$ cat src/rtl/tournament_chooser_gen.sv
// Tournament chooser table: saturating counters pick the local or global predictor.
// Define TOURN_STATS_EN to add the sel_global_cnt / sel_local_cnt selection counters.
module tournament_chooser_gen #(
   parameter int unsigned HIST_WIDTH  = 10,
   parameter int unsigned INDEX_WIDTH = 10,
   parameter int unsigned CTR_WIDTH   = 2,
   parameter int unsigned PC_LSB      = 1
) (
   input  logic                  clk,
   input  logic                  reset,
   input  logic [15:0]           read_pc,
   input  logic                  read_valid,
   output logic                  prediction,
   output logic                  pred_valid,
   output logic                  ready,
   input  logic                  write,
   input  logic [15:0]           write_pc,
   input  logic                  taken,
   input  logic                  local_correct,
   input  logic                  global_correct,
   output logic [HIST_WIDTH-1:0] history
`ifdef TOURN_STATS_EN
   ,
   output logic [15:0]           sel_global_cnt,
   output logic [15:0]           sel_local_cnt
`endif
);

   localparam int unsigned DEPTH = 2 ** INDEX_WIDTH;
   localparam logic [CTR_WIDTH-1:0] CTR_MAX = '1;
   localparam logic [CTR_WIDTH-1:0] WEAK_LOCAL = CTR_WIDTH'((2 ** (CTR_WIDTH - 1)) - 1);
   localparam logic [INDEX_WIDTH-1:0] PTR_LAST = '1;

   typedef enum logic [0:0] {StInit, StRun} state_e;

   state_e                 state_q, state_d;
   logic [INDEX_WIDTH-1:0] ptr_q, ptr_d;
   logic [HIST_WIDTH-1:0]  hist_q, hist_d;
   logic                   pred_q, pred_d;
   logic                   pv_q, pv_d;
   logic [CTR_WIDTH-1:0]   table_q [DEPTH];

   logic                   run;
   logic [INDEX_WIDTH-1:0] hx, ridx, widx;
   logic [CTR_WIDTH-1:0]   cur_ctr, upd_ctr, rd_ctr;
   logic                   upd_chg, upd_en;
   logic                   we;
   logic [INDEX_WIDTH-1:0] waddr;
   logic [CTR_WIDTH-1:0]   wdata;
   logic                   unused_pc;

   assign run  = (state_q == StRun);
   assign hx   = INDEX_WIDTH'(hist_q);
   assign ridx = hx ^ read_pc[PC_LSB +: INDEX_WIDTH];
   assign widx = hx ^ write_pc[PC_LSB +: INDEX_WIDTH];
   assign unused_pc = ^{read_pc, write_pc};

   assign cur_ctr = table_q[widx];
   assign upd_en  = run && write;

   always_comb begin
      upd_ctr = cur_ctr;
      upd_chg = 1'b0;
      if (global_correct && !local_correct && cur_ctr != CTR_MAX) begin
         upd_ctr = cur_ctr + CTR_WIDTH'(1);
         upd_chg = 1'b1;
      end else if (local_correct && !global_correct && cur_ctr != '0) begin
         upd_ctr = cur_ctr - CTR_WIDTH'(1);
         upd_chg = 1'b1;
      end
   end

   // Single write port shared by the init sweep and resolved-branch updates.
   always_comb begin
      we    = 1'b0;
      waddr = widx;
      wdata = upd_ctr;
      if (!run) begin
         we    = 1'b1;
         waddr = ptr_q;
         wdata = WEAK_LOCAL;
      end else if (upd_en && upd_chg) begin
         we = 1'b1;
      end
   end

   // Write-first: a same-cycle update to the looked-up entry is forwarded.
   assign rd_ctr = (upd_en && (widx == ridx)) ? upd_ctr : table_q[ridx];

   always_comb begin
      state_d = state_q;
      ptr_d   = ptr_q;
      hist_d  = hist_q;
      pred_d  = pred_q;
      pv_d    = 1'b0;
      unique case (state_q)
         StInit: begin
            ptr_d = ptr_q + INDEX_WIDTH'(1);
            if (ptr_q == PTR_LAST) state_d = StRun;
         end
         StRun: begin
            if (write) hist_d = HIST_WIDTH'({hist_q, taken});
            if (read_valid) begin
               pv_d   = 1'b1;
               pred_d = rd_ctr[CTR_WIDTH-1];
            end
         end
      endcase
   end

   always_ff @(posedge clk or posedge reset) begin
      if (reset) begin
         state_q <= StInit;
         ptr_q   <= '0;
         hist_q  <= '0;
         pred_q  <= 1'b0;
         pv_q    <= 1'b0;
      end else begin
         state_q <= state_d;
         ptr_q   <= ptr_d;
         hist_q  <= hist_d;
         pred_q  <= pred_d;
         pv_q    <= pv_d;
      end
   end

   always_ff @(posedge clk) begin
      if (we) table_q[waddr] <= wdata;
   end

   assign prediction = pred_q;
   assign pred_valid = pv_q;
   assign ready      = run;
   assign history    = hist_q;

`ifdef TOURN_STATS_EN
   logic [15:0] glob_cnt_q, loc_cnt_q;

   always_ff @(posedge clk or posedge reset) begin
      if (reset) begin
         glob_cnt_q <= '0;
         loc_cnt_q  <= '0;
      end else if (pv_q) begin
         if (pred_q && glob_cnt_q != 16'hFFFF) glob_cnt_q <= glob_cnt_q + 16'd1;
         if (!pred_q && loc_cnt_q != 16'hFFFF) loc_cnt_q <= loc_cnt_q + 16'd1;
      end
   end

   assign sel_global_cnt = glob_cnt_q;
   assign sel_local_cnt  = loc_cnt_q;
`endif

endmodule

$ cat config.mk
export PLATFORM = sky130hd
export DESIGN_NAME = tournament_chooser_gen
export DESIGN_NICKNAME = d
export VERILOG_FILES = /design/src/rtl/tournament_chooser_gen.sv
export SDC_FILE = /design/constraint.sdc
export NUM_CORES = 2
export LEC_CHECK = 0
export CAP_MARGIN = 20
export CORE_MARGIN = 2
export CORE_UTILIZATION = 68
export DETAILED_ROUTE_END_ITERATION = 12
export PLACE_DENSITY_LB_ADDON = 0.15
export SYNTH_ARGS = -nofsm -noshare
export SYNTH_HDL_FRONTEND = slang
export SYNTH_SLANG_ARGS = --single-unit
$ cat constraint.sdc
create_clock -name clk -period 113 [get_ports clk]
set_clock_uncertainty 0.2 [all_clocks]
set_input_delay 22.6 -clock clk [delete_from_list [all_inputs] [get_ports clk]]
set_output_delay 22.6 -clock clk [all_outputs]
set_load 0.05 [all_outputs]
==> metrics <==
number of distinct library cells after synthesis 60; part of the power in registers 0.526; flops & latches, synth between 2000 and 2500; share of flip-flops with an asynchronous set or reset after synthesis 0.01111; leakage power total between 30 and 40 nW; maximum number of pins on one net before global-route repair 290; reg2reg setup slack 102.43 ns; # Max-Cap Violations 0; antenna violations before repair 17; Net Switching roughly 0.00035 W; RSZ-0062 raised after global routing false; category of the worst setup path launch point input pin; Peak supply drop 0.00001875 V; TritonCTS Sinks between 2000 and 2500; largest cells by area after synthesis edfxtp_1 67%, mux4_2 21%, nor2_1 4.6%; CTS clock-pin slew for the worst setup and hold paths 0.07 ns; Final Routed Wirelength 289800 µm; layout net count 5315; TritonCTS clock tree yes; post-detailed-route via-to-cell ratio 7.891; sequence of cells on the critical path clkdlybuf4s50_1, xor2_4, buf_4, buf_4, buf_4, mux4_2, mux4_2, mux4_2, a22oi_1, nand2_1, mux4_2, ha_1, nand2b_1, o21ai_0, xnor2_1, nand2_4, buf_12, buf_4, buf_4; count of buffers inserted at the top-level ports 39; post-route minimum period 32.31 ns; synthesized netlist cell count between 5000 and 6000; required time worst endpoint about 110 ns; share of total power in the clock network 0.424; endpoint of the worst hold path ptr_q[9]$_DFFE_PP0N_; boundary pin count 52; number of warnings reported in the yosys synthesis log 0; most frequently used flop master after synthesis edfxtp_1; ratio of cells with drive above 1 in the final layout 0.2531; most congested layer reported by global routing met2; Die Span Y approximately 370 µm; residual antenna-violating net count after detailed routing 0; initial standard-cell utilization of the core 0.6839; global router's overall resource usage 0.4212; result of the run finished, violations left; FMAX approximately 31 MHz; CP max-delay cell buf_4; dominant cell type by count on the critical path buf_4; hold buffers post-CTS 0; headroom to the max-slew limit -0.05228; Synth area leader edfxtp_1; number of iterations in the first detailed-routing pass 9; clock root buffer master clkbuf_16; number of flops mapped to enable cells by yosys 2048; core area 0.1351 mm²; summed negative setup slack over all endpoints 0 ns; share of the yosys chip area belonging to registers 0.6717; sum of net half-perimeters after detailed placement 164300 µm; data arrival time of the critical path 32.62 ns; path depth of the worst reg2reg path 18; violated checks max-slew violations; number of global-route vias before repair approximately 56000; number of cells upsized or downsized after cts 0; worst-margin pin slew 1.578 ns; met3 track utilization from global routing 0.1442; top-area cell type share of the netlist area 0.6655; mean post-synth cell area between 15 and 20 µm²; type of the tightest min-delay check flop to flop; classification of the worst setup path input pin to flop; number of buffers on the longest clock path 3; post-CTS setup buffer count 0; total nets after synthesis 5347; overall power after layout 0.001580 W; ratio of final minimum period to clock period 0.2860; DRC 0; vias after detailed routing 57120; cell with the most instances after synthesis edfxtp_1; final setup vio count 0; Fill cells 7509; Internal Dissipation 0.001234 W; number of slew-limit violations in the final report 86; hold path start ptr_q[9]$_DFFE_PP0N_; worst reg2reg endpoint table_q[464][0]$_DFFE_PP_; H-tree depth 4; global placement routability congestion between 0.9 and 1; wire length of the first global-routing pass 407400 µm; element type at the critical path end flop; Die Footprint 0.1389 mm²; Iter 0 DRT Violations 11580; number of rows created at floorplan between 100 and 150; Mapped Area 0.09241 mm²; drt wl/cell between 40 and 50 µm; total congestion overflow 0; grt met1 use 0.5633; Synth-to-Final Area Change 10.45%; number of clock buffers inserted by TritonCTS just over 200; Critical Path Fanout Max 261; pwr dens 15.48 mW/mm²; Hold Vio Cnt, Final 0; top cells by count, synth 2048 x edfxtp_1, 1143 x nor2_1, 848 x mux4_2; R2R Path Start history[0]$_DFFE_PP0P_; Die Width 372.7 µm; slowest stage delay, CP 0.90 ns; grt met2 use 0.6120; sw frac 0.2188; combinational share of power 0.050; worst hold path stage count 1; clock latency reported for the late side of the worst-skew pair 0.89 ns
## flip-flops by register name, indices dropped and copies added, names as in the netlist
signal      count
history        10
ready           1
table_q      2048
pred_valid      1
prediction      1
ptr_q          10
## power by group through the flow
stage	Sequential, W	Clock [W]	Combinational (W)
floorplan	0.000847	0	0.0000473
global placement	0.000847	0	0.0000755
detailed placement	0.000847	0	0.0000759
CTS	0.000831	0.000668	0.0000764
global route	0.000830	0.000698	0.0000798
finish	0.000831	0.000670	0.0000794
## placed cells by master (no fill, tap or decap), drive strengths merged, types with 8 or more instances in the layout
cell type | Yosys | final
nand4 | 26 | 26
a21oi | 55 | 55
clkinv | 1 | 83
o21ai | 16 | 16
and3 | 11 | 11
nor3 | 20 | 20
edfxtp | 2048 | 2048
xnor2 | 26 | 26
diode | 0 | 17
a221oi | 31 | 31
o22ai | 11 | 11
a22o | 24 | 24
bufinv | 0 | 17
mux4 | 848 | 848
clkbuf | 294 | 259
xor2 | 30 | 30
mux2i | 37 | 37
nand2 | 207 | 207
a31oi | 11 | 11
dfrtp | 23 | 23
inv | 7 | 15
a22oi | 117 | 117
o211ai | 10 | 10
nand3 | 49 | 49
nor4 | 8 | 8
a32oi | 17 | 17
clkdlybuf4s50 | 0 | 39
nor2 | 1143 | 1143
buf | 148 | 167
mux2 | 12 | 12
## worst max-delay path, delay by kind of cell
family	cells	cell delay, ns
buffers and inverters	7	5.20
multiplexers	4	2.13
AO/OA/AOI/OAI	2	0.90
AND/OR/NAND/NOR	3	0.86
XOR/XNOR	2	0.32
adder cells (fa/ha/maj)	1	0.23
## cell families after synthesis
logic type      share of synthesized area
flops                              0.6717
buf+inv                           0.02001
xor+xnor                         0.005470
compound gates                    0.02675
simple gates                      0.06354
fa+ha+maj                       0.0004062
mux                                0.2121
## metal layers
metal / share of wire / routed length, µm
met1: 0.31 / 90610
met2: 0.45 / 130700
met3: 0.16 / 47500
met4: 0.072 / 20890
met5: 0.00047 / 136
## area by class of cell
type,instances,area (µm²),area share
diodes,17,42.54,0.0004168
repair buffers,206,2326,0.02279
clock buffers,259,5363,0.05254
well taps,1781,2228,0.02183
clock inverters,113,1099,0.01076
inverters,8,30.03,0.0002942
flip-flops and latches,2071,62070,0.6081
multi-input cells,2784,28910,0.2832
## stage by stage
step / area (µm²) / hold slack, ns / utilization / cells / setup slack, ns
2_1_floorplan: 92410 / 0.2677 / - / 5305 / 49.59
3_3_place_gp: 94740 / 0.3035 / 0.7011 / 6815 / 79.90
3_5_place_dp: 94880 / 0.2995 / 0.7021 / 6821 / 79.73
4_1_cts: 101300 / 0.3093 / 0.7499 / 7193 / 80.62
5_1_grt: 102000 / 0.3276 / 0.7550 / 7222 / 80.15
6_report: 102100 / 0.3194 / 0.7554 / 7239 / 80.69
## worst max-delay path by stage
stage / slack, ns / to / start / cells past startpoint
floorplan: 49.59 / table_q[0][1]$_DFFE_PP_ / write_pc[1] / 12
global placement: 79.90 / table_q[962][0]$_DFFE_PP_ / write_pc[1] / 19
detailed placement: 79.73 / table_q[480][0]$_DFFE_PP_ / write_pc[1] / 19
CTS: 80.62 / table_q[960][0]$_DFFE_PP_ / write_pc[1] / 19
global route: 80.15 / table_q[451][0]$_DFFE_PP_ / write_pc[1] / 19
finish: 80.69 / table_q[464][0]$_DFFE_PP_ / write_pc[2] / 19
Note: power is estimated with default switching activity, not from simulation.
